<file path="src/rtl/memory_writer.sv">
// memory_writer: write-side initiator for the 4 x 8-bit memory_system store.
// Accepts bytes over valid/ready and drives data/store/addr with a
// setup / strobe / hold sequence so the level-sensitive byte latches capture
// cleanly. Writes walk a loadable 2-bit pointer that wraps 3 -> 0.
//
// Optional feature macro: MEMORY_WRITER_READBACK_EN adds a VERIFY state, the
// `memory` readback input and the sticky `mismatch` output.
//
// Ports:
//   clk, reset            clock, synchronous active-high reset
//   in_data/in_valid      producer byte and valid
//   in_ready              writer idle, can accept
//   load_addr/start_addr  load write pointer (honoured in IDLE only)
//   data/store/addr       to memory_system
//   next_addr             current write pointer
//   busy                  any state other than IDLE
//   wrap                  one-cycle pulse after a write to address 3 completes
//   memory/mismatch       readback input and sticky error (macro only)
module memory_writer #(
  parameter int unsigned STROBE_CYCLES = 1
) (
  input  logic       clk,
  input  logic       reset,
  input  logic [7:0] in_data,
  input  logic       in_valid,
  output logic       in_ready,
  input  logic       load_addr,
  input  logic [1:0] start_addr,
  output logic [7:0] data,
  output logic       store,
  output logic [1:0] addr,
  output logic [1:0] next_addr,
  output logic       busy,
  output logic       wrap
`ifdef MEMORY_WRITER_READBACK_EN
  ,
  input  logic [7:0] memory,
  output logic       mismatch
`endif
);

  localparam int unsigned DATA_W = 8;
  localparam int unsigned ADDR_W = 2;
  localparam int unsigned CNT_W  = 4;
  localparam logic [CNT_W-1:0] STROBE_LOAD = CNT_W'(STROBE_CYCLES - 1);

  typedef enum logic [2:0] {
    IDLE,
    SETUP,
    STROBE,
    HOLD,
    VERIFY
  } state_t;

  state_t              state_q, state_d;
  logic [ADDR_W-1:0]   ptr_q, ptr_d;
  logic [ADDR_W-1:0]   tgt_q, tgt_d;
  logic [DATA_W-1:0]   data_q, data_d;
  logic [ADDR_W-1:0]   addr_q, addr_d;
  logic                store_q, store_d;
  logic                wrap_q, wrap_d;
  logic                ready_q, ready_d;
  logic                busy_q, busy_d;
  logic [CNT_W-1:0]    cnt_q, cnt_d;
  logic                done;
`ifdef MEMORY_WRITER_READBACK_EN
  logic                mismatch_q, mismatch_d;
`endif

  // Next-state and next-output logic
  always_comb begin
    state_d = state_q;
    ptr_d   = ptr_q;
    tgt_d   = tgt_q;
    data_d  = data_q;
    addr_d  = addr_q;
    store_d = 1'b0;
    wrap_d  = 1'b0;
    cnt_d   = cnt_q;
    done    = 1'b0;
`ifdef MEMORY_WRITER_READBACK_EN
    mismatch_d = mismatch_q;
`endif

    case (state_q)
      IDLE: begin
        // A same-cycle load redirects both the pointer and this write's target.
        if (load_addr) ptr_d = start_addr;
        addr_d = ptr_d;
        if (in_valid && ready_q) begin
          tgt_d   = ptr_d;
          data_d  = in_data;
          state_d = SETUP;
        end
      end
      SETUP: begin
        state_d = STROBE;
        store_d = 1'b1;
        cnt_d   = STROBE_LOAD;
      end
      STROBE: begin
        if (cnt_q == '0) begin
          state_d = HOLD;
        end else begin
          store_d = 1'b1;
          cnt_d   = cnt_q - CNT_W'(1);
        end
      end
      HOLD: begin
`ifdef MEMORY_WRITER_READBACK_EN
        state_d = VERIFY;
`else
        done = 1'b1;
`endif
      end
`ifdef MEMORY_WRITER_READBACK_EN
      VERIFY: begin
        if (memory != data_q) mismatch_d = 1'b1;
        done = 1'b1;
      end
`endif
      default: state_d = IDLE;
    endcase

    // Write complete: advance pointer past the target and flag a wrap.
    if (done) begin
      state_d = IDLE;
      ptr_d   = ADDR_W'(tgt_q + ADDR_W'(1));
      addr_d  = ptr_d;
      wrap_d  = (tgt_q == ADDR_W'(3));
    end

    ready_d = (state_d == IDLE);
    busy_d  = ~ready_d;
  end

  // State and output registers
  always_ff @(posedge clk) begin
    if (reset) begin
      state_q <= IDLE;
      ptr_q   <= '0;
      tgt_q   <= '0;
      data_q  <= '0;
      addr_q  <= '0;
      store_q <= 1'b0;
      wrap_q  <= 1'b0;
      ready_q <= 1'b1;
      busy_q  <= 1'b0;
      cnt_q   <= '0;
`ifdef MEMORY_WRITER_READBACK_EN
      mismatch_q <= 1'b0;
`endif
    end else begin
      state_q <= state_d;
      ptr_q   <= ptr_d;
      tgt_q   <= tgt_d;
      data_q  <= data_d;
      addr_q  <= addr_d;
      store_q <= store_d;
      wrap_q  <= wrap_d;
      ready_q <= ready_d;
      busy_q  <= busy_d;
      cnt_q   <= cnt_d;
`ifdef MEMORY_WRITER_READBACK_EN
      mismatch_q <= mismatch_d;
`endif
    end
  end

  assign in_ready  = ready_q;
  assign busy      = busy_q;
  assign data      = data_q;
  assign store     = store_q;
  assign addr      = addr_q;
  assign next_addr = ptr_q;
  assign wrap      = wrap_q;
`ifdef MEMORY_WRITER_READBACK_EN
  assign mismatch  = mismatch_q;
`endif

endmodule
</file>
<file path="config.mk">
export PLATFORM = sky130hd
export DESIGN_NAME = memory_writer
export DESIGN_NICKNAME = d
export VERILOG_FILES = /design/src/rtl/memory_writer.sv
export SDC_FILE = /design/constraint.sdc
export NUM_CORES = 1
export LEC_CHECK = 0
export CAP_MARGIN = 10
export CORE_MARGIN = 4
export CORE_UTILIZATION = 51
export CTS_BUF_LIST = sky130_fd_sc_hd__clkbuf_4 sky130_fd_sc_hd__clkbuf_8
export DETAILED_ROUTE_END_ITERATION = 10
export PLACE_DENSITY = 0.85
export SKIP_LAST_GASP = 1
export SLEW_MARGIN = 15
export SYNTH_ARGS = -nofsm -noshare
export SYNTH_HDL_FRONTEND = slang
export SYNTH_SLANG_ARGS = --single-unit
</file>
<file path="constraint.sdc">
create_clock -name clk -period 3.1 [get_ports clk]
set_input_delay 0.62 -clock clk [delete_from_list [all_inputs] [get_ports clk]]
set_output_delay 0.62 -clock clk [all_outputs]
set_load 0.005 [all_outputs]
</file>
Word level (Yosys, flattened, before mapping). Cells that the tools add are included.

Bits in registers: 23. Input bits: 14. Output and inout port bits: 16.

Add/subtract/negate cells: 2. Eq/ne operators: 5. Muxes and demuxes: 12. Bitwise logic cells: 2. Reduce and logical (&&, ||, !) cells: 9.

Operators with widths (number): case mux 3 bit (4 select lines) (1); 2-to-1 mux 3 bit (3); case mux 4 bit (2 select lines) (1); equality test 3 x 2 -> 1 bit (second input constant) (2); zero test 3 bit (2); 2-to-1 mux 2 bit (3); zero test 4 bit (1); 2-to-1 mux 4 bit (1); AND reduction 2 bit (2); nonzero test 2 bit (2); subtractor 4 x 1 -> 4 bit (second input constant) (1); equality test 3 x 1 -> 1 bit (second input constant) (1); adder 2 x 1 -> 2 bit (second input constant) (1); equality test 2 bit (second input constant) (1); 2-to-1 mux 1 bit (2); inequality test 2 bit (second input constant) (1); NOT 1 bit (2); case mux 1 bit (2 select lines) (1); OR reduction 2 bit (1); logical AND 1 bit (1).

Longest topological paths before layout. Gate-level depths: netlist (run 1).

Word-level depth: 6. Gate-level depth with buffers: 5.

Worst setup path before layout (run 1). No wires, ideal clock.

Path kind: register to register. Start: reg cnt_q[0]. End: reg cnt_q[3]. Arrival time: 1.440 ns. Required time: 3.020 ns. Path slack: 1.580 ns. Cell stages (with the launch flop): 4. Cells stage by stage: dfxtp_1 > or4_1 > or4_1 > a211oi_2.

Longest elaborated chain between the ends: 3.

RTL lines: start: declaration (line 64) `logic [CNT_W-1:0] cnt_q, cnt_d;`; start signal: assignment (line 163) `cnt_q <= cnt_d;`; subtractor 4 x 1 -> 4 bit or zero test 4 bit (tied branches) (line 106, 102); 2-to-1 mux 4 bit or inequality test 2 bit (tied branches); case mux 4 bit (2 select lines) or AND reduction 2 bit (tied branches).

Several ways; a longest one is shown, not always the timed one. The select of a mux whose other input is x is not followed. A chain may end at the register's enable or synchronous reset.

Worst setup path after layout (run 1).
Start: reg addr_q[1] (netlist: addr[1]). End: out addr[1].

RTL lines: start: declaration (line 59) `logic [ADDR_W-1:0] addr_q, addr_d;`; start signal: assignment (line 158) `addr_q <= addr_d;`; end: declaration (line 31) `output logic [1:0] addr,`.

No word-level cell between the ends.

==> impl_metrics.py, run 1 <==
metrics = {
    "timing": {
        "setup_tns_ps": 0,
        "max_freq_ghz": 0.545,
        "maxSlewViolCount": 0,
        "min_period_over_period_pct": 59.2,
        "finClkSkew_ps": 3.25,
        "finalHoldViolCount": 0,
        "rsz0062_at_grt": "no",
        "setup-violations-final": 0,
        "slew_headroom_pct": 57.7,
        "layout_min_cycle_time_ps": 1830,
        "holdWs_ps": 489,
        "worstMarginPinSlew_ps": 625,
    },
    "critical_path": {
        "worstPathMaxFanout": 4,
        "cpLargestDelayFamily": "buffers and inverters",
        "critPathMaxStageDelay_ps": 530,
        "worstPathRequired_ps": 2480,
        "cp-end-kind": "primary output",
        "arrival_ps": 1210,
        "start_kind": "register",
        "critPathSlowestCell": "clkdlybuf4s50_1",
        "crit_type": "reg2out",
        "crit_chain": "clkdlybuf4s50_1",
        "critPathBufInv": 1,
    },
    "clock_network": {
        "clock_path_buffers": 2,
        "htree_levels": 1,
        "hold_buffers": 0,
        "cts_tree": "built",
        "post_cts_buffers": 0,
        "clkLatencyLatePin_ps": 300,
        "clk_pin_slew_ps": 120,
        "cts_made_buffers": 3,
        "clkSinkCount": 23,
        "cts_resized": 0,
        "cts_root_buf": "clkbuf_4",
    },
    "detailed_routing": {
        "drtIter0Drc": 20,
        "drt_wl_total_mm": 2.12,
        "dr.pass1.iters": 4,
        "via_per_inst": 5.46,
        "drcViolationCount": 0,
        "vias": 896,
        "wl_per_cell_um": 12.9,
        "antenna_left": 0,
    },
    "status": {
        "status": "complete, no violations",
    },
    "synth": {
        "synthAdderAreaFrac_pct": 3.69,
        "synth_edf_count": 0,
        "synthArstFlopShare_pct": 0,
        "synth_area_leader_cell": "dfxtp_1",
        "synth-simple-area-share_pct": 22.0,
        "synthFlopType": "dfxtp_1",
        "syn-num-nets": 131,
        "synthXorXnorAreaFrac_pct": 0.860,
        "synth-seq-cells": 23,
        "synth-compound-area-share_pct": 19.3,
        "ys_seq_area_share_pct": 45.2,
        "syn-mean-instance-area_um2": 8.93,
        "synth_warnings": 0,
        "yosysUniqueCellTypes": 33,
        "synth_top_cell_area_share_pct": 45.2,
        "synthTopCellsByArea": "dfxtp_1 45%, a21oi_1 7.4%, nand3_1 4.4%",
        "syn_area_um2": 1020,
        "synth_top_family_by_area": "simple AND/OR/NAND/NOR gates",
        "muxShareOfSynthArea_pct": 3.19,
        "syn_inst": 114,
        "synth_common_cells": "23 x dfxtp_1, 15 x a21oi_1, 9 x nand3_1, 8 x o21ai_0",
        "synth.most_common_cell": "dfxtp_1",
    },
    "global_routing": {
        "grt_pass1_wl_mm": 3.41,
        "grt_busiest_layer": "met2",
        "grt_max_degree": 14,
        "grt_use_met2_pct": 24.2,
        "grtUsageMet1_pct": 22.5,
        "grt-ovfl-total": 0,
        "gr-usage-met3_pct": 4.27,
        "grt.total_usage_pct": 16.2,
        "grt_pass1_vias": 750,
        "grt_antenna_before_repair": 0,
    },
    "die": {
        "fp.dieW_um": 52.7,
        "die-area_um2": 2780,
        "chipHeight_um": 52.7,
        "initial_core_util_pct": 56.5,
        "core_area_um2": 1800,
        "boundaryPins": 30,
        "rows": 15,
    },
    "power": {
        "p_total_w": 0.000538,
        "p_leak_nw": 0.463,
        "p_per_area_nw_per_um2": 402,
        "worst_ir_drop_vdd_mv": 0.253,
    },
    "finish": {
        "diodes": 0,
        "fin_area_um2": 1340,
        "post-route-util_pct": 74.2,
        "syn2layout_area_growth_pct": 31.3,
        "nets": 157,
        "drive_gt1_share_pct": 7.91,
    },
    "placement": {
        "placed_cell_area_um2": 1310,
        "hpwl_mm": 1.58,
        "port_buffers": 29,
        "gp_congestion": 0.779,
    },
    "hold_path": {
        "hp-class": "reg2reg",
    },
    "run": {
        "max_cap_viol_count": 0,
    },
}
[stage by stage]
stage | worst slack (ps) | std cells
6_report | 1270 | 164
5_1_grt | 1180 | 164
4_1_cts | 1240 | 164
3_5_place_dp | 1130 | 160
3_3_place_gp | 1150 | 160
2_1_floorplan | 1580 | 114
[final timing paths]
check	startpoint	end	slack (ps)	cells past startpoint
worst max-delay path	addr[1]$_SDFFE_PP0P_	addr[1]	1270	1
worst min-delay path	data[1]$_SDFFE_PP0P_	data[1]$_SDFFE_PP0P_	490	2
worst max register to register	cnt_q[0]$_SDFFE_PP0P_	cnt_q[3]$_SDFFE_PP0P_	1480	5
worst min register to register	data[1]$_SDFFE_PP0P_	data[1]$_SDFFE_PP0P_	490	2
[cells in the final DEF (no fill, tap or decap), types with 3 or more instances in the layout]
| master | Yosys | final |
|---|---|---|
| a21oi_1 | 15 | 15 |
| clkbuf_4 | 0 | 4 |
| clkdlybuf4s50_1 | 0 | 29 |
| dfxtp_1 | 23 | 23 |
| ha_1 | 3 | 3 |
| nand2_1 | 3 | 3 |
| nand3_1 | 9 | 9 |
| nor3_1 | 6 | 6 |
| nor3b_1 | 3 | 3 |
| o21ai_0 | 8 | 8 |
| or3_1 | 4 | 4 |
[final cells by class]
class                           count  area [µm²]
Multi-Input combinational cell     79         503
Fill cell                         145         464
Sequential cell                    23         460
Timing Repair Buffer               31         305
Tap cell                           25        31.3
Clock buffer                        4        30.0
Inverter                            2        7.51
[where the power goes]
| group | internal (W) | switching [W] | leakage (nW) |
|---|---|---|---|
| logic | 0.0000458 | 0.0000341 | 0.257 |
| clock network | 0.0000588 | 0.0000833 | 0.0184 |
| registers | 0.000307 | 0.00000902 | 0.187 |
| total | 0.000411 | 0.000126 | 0.463 |
[flip-flops by register name, indices dropped and copies added, names as in the netlist]
register / flops
store: 1
tgt_q: 2
wrap: 1
addr: 2
state_q: 3
in_ready: 1
cnt_q: 4
busy: 1
data: 8
[routing by layer]
| metal | up-vias | wire (µm) | share of wire [%] |
|---|---|---|---|
| li1 | 466 | - | - |
| met1 | 402 | 964 | 46 |
| met3 | 2 | 130 | 6.1 |
| met2 | 26 | 1010 | 48 |
| met4 | 0 | 14 | 0.66 |
| met5 | - | 0 | 0 |
[cell families (layout without fill, tap and decap cells)]
logic type | count (synthesis) | in the layout
compound gates | 33 | 33
xor+xnor | 1 | 1
fa+ha+maj | 3 | 3
buf+inv | 12 | 37
flops | 23 | 23
mux | 3 | 3
other cells | 1 | 1
simple gates | 38 | 38
(Power assumes the default switching activity.)
==> inputs of run 2 (changes only) <==
Settings changed: CORE_UTILIZATION 51 to 48, PLACE_DENSITY 0.85 to 0.81.
Clock period 3.1 ns to 1.8 ns, I/O delays scaled along.
==> run 2 against run 1 <==
  * Die area rose by 5.3%
  * Clock power up 82%
  * Via count increased by 2.0%
  * Register-to-register slack got worse by 1300 ps
  * Wire length increased by 4.1%
  * Power grew 76%
  * Non-clock buffer count rose by 4
==> impl_metrics.py, run 2 (synthesis gave the netlist of run 1 again) <==
metrics = {
    "status": {
        "status": "complete, no violations",
    },
    "clock_network": {
        "clock_path_buffers": 2,
        "hold_buffers": 0,
        "htree_levels": 1,
        "clkSinkCount": 23,
        "post_cts_buffers": 0,
        "cts_made_buffers": 3,
        "cts_resized": 0,
        "cts_root_buf": "clkbuf_4",
        "clk_pin_slew_ps": 130,
        "cts_tree": "built",
        "clkLatencyLatePin_ps": 310,
    },
    "critical_path": {
        "start_kind": "register",
        "arrival_ps": 1850,
        "cp-end-kind": "register",
        "crit_type": "reg2reg",
        "worstPathRequired_ps": 2040,
        "cp-startpoint": "cnt_q[0]$_SDFFE_PP0P_",
        "worstPathMaxFanout": 4,
        "r2r-start": "cnt_q[0]$_SDFFE_PP0P_",
    },
    "hold_path": {
        "hp-class": "reg2reg",
        "min_from": "data[6]$_SDFFE_PP0P_",
    },
    "die": {
        "boundaryPins": 30,
        "rows": 16,
        "core_area_um2": 1980,
        "chipHeight_um": 54.1,
        "initial_core_util_pct": 51.4,
        "fp.dieW_um": 54.1,
        "die-area_um2": 2920,
    },
    "detailed_routing": {
        "drcViolationCount": 0,
        "dr.pass1.iters": 4,
        "drt_wl_total_mm": 2.20,
        "via_per_inst": 5.38,
        "wl_per_cell_um": 13.0,
        "drtIter0Drc": 25,
        "antenna_left": 0,
        "vias": 914,
    },
    "finish": {
        "seqCellArea_um2": 460,
        "nets": 161,
        "largest_reg_flops": 8,
        "layout_commonest_cell": "clkdlybuf4s50_1",
        "layout.cells.non_filler": 170,
        "fillCellCount": 164,
        "drive_gt1_share_pct": 10.5,
        "layout_common_cells": "29 x clkdlybuf4s50_1, 23 x dfxtp_1, 15 x a21oi_1, 9 x nand3_1, 8 x o21ai_0",
        "multiInputGateArea_um2": 503,
        "diodes": 0,
        "syn2layout_area_growth_pct": 34.5,
    },
    "placement": {
        "port_buffers": 29,
        "place.detailed.instances": 166,
        "gp_congestion": 0.797,
        "hpwl_mm": 1.63,
    },
    "global_routing": {
        "grt_antenna_before_repair": 0,
        "grt-ovfl-total": 0,
        "grt.total_usage_pct": 17.8,
        "grt_pass1_vias": 888,
        "grt_pass1_wl_mm": 3.75,
        "grt_max_degree": 14,
    },
    "timing": {
        "min_period_over_period_pct": 89.0,
        "finClkSkew_ps": 3.81,
        "max_freq_ghz": 0.624,
        "rsz0062_at_grt": "no",
        "setup-violations-final": 0,
        "maxSlewViolCount": 0,
        "setup_tns_ps": 0,
        "finalHoldViolCount": 0,
        "slew_headroom_pct": 58.3,
        "layout_min_cycle_time_ps": 1600,
        "worstMarginPinSlew_ps": 616,
    },
    "power": {
        "p_per_area_nw_per_um2": 691,
        "p_leak_nw": 0.482,
        "worst_ir_drop_vdd_mv": 0.505,
    },
    "run": {
        "max_cap_viol_count": 0,
    },
}
-- run 2: changes by cell type in the layout (fill, tap and decap cells not counted), sizes merged --
cell | previous run | this run
buf | 2 | 6
-- run 2: worst max-delay path, stage by stage, from the launching register on --
cell	delay [ps]
dfxtp_1	380
inv_1	70
ha_1	200
nor4b_1	170
or4_1	500
a211oi_2	220
-- run 2: layout make-up --
class | instances | share of cell area (%)
Clock buffer | 4 | 2.19
Inverter | 2 | 0.548
Tap cell | 27 | 2.47
Multi-Input combinational cell | 79 | 36.7
Timing Repair Buffer | 35 | 24.5
Sequential cell | 23 | 33.6
-- run 2: metrics by stage --
step / hold WS [ps] / power (W) / cell area, µm² / utilization [%] / setup WS [ps]
after floorplan: 470 / 0.000620 / 1020 / - / 280
after global placement: 461 / 0.000696 / 1340 / 67.6 / 257
after detailed placement: 469 / 0.000700 / 1340 / 67.6 / 208
after CTS: 487 / 0.000950 / 1370 / 69.1 / 191
after global routing: 521 / 0.000997 / 1370 / 69.1 / 85.4
final: 483 / 0.000947 / 1370 / 69.1 / 199
-- run 2: path summary, 6_finish.rpt --
path	depth (start not counted)	slack (ps)	end
worst max-delay path	5	200	cnt_q[3]$_SDFFE_PP0P_
worst min-delay path	2	480	data[6]$_SDFFE_PP0P_
worst max register to register	5	200	cnt_q[3]$_SDFFE_PP0P_
worst min register to register	2	480	data[6]$_SDFFE_PP0P_
-- run 2: routing by layer --
metal,GRT usage (%),wire length [µm],vias to the layer above
met5,0,0,-
met4,11.2,52,0
met3,3.32,116,5
met2,28.8,992,23
met1,21.5,1040,411
li1,-,-,475
-- run 2: report_power, final --
group          internal (W)  leakage (nW)  switching (W)
logic             0.0000849         0.276      0.0000619
registers          0.000528         0.187      0.0000133
clock network      0.000102        0.0184       0.000157
total              0.000715         0.482       0.000232
==> inputs of run 3 (changes only) <==
Settings changed: GPL_ROUTABILITY_DRIVEN set to 0.
==> results of run 3 <==
The final DEF is identical to that of run 2; final timing and power are the same.
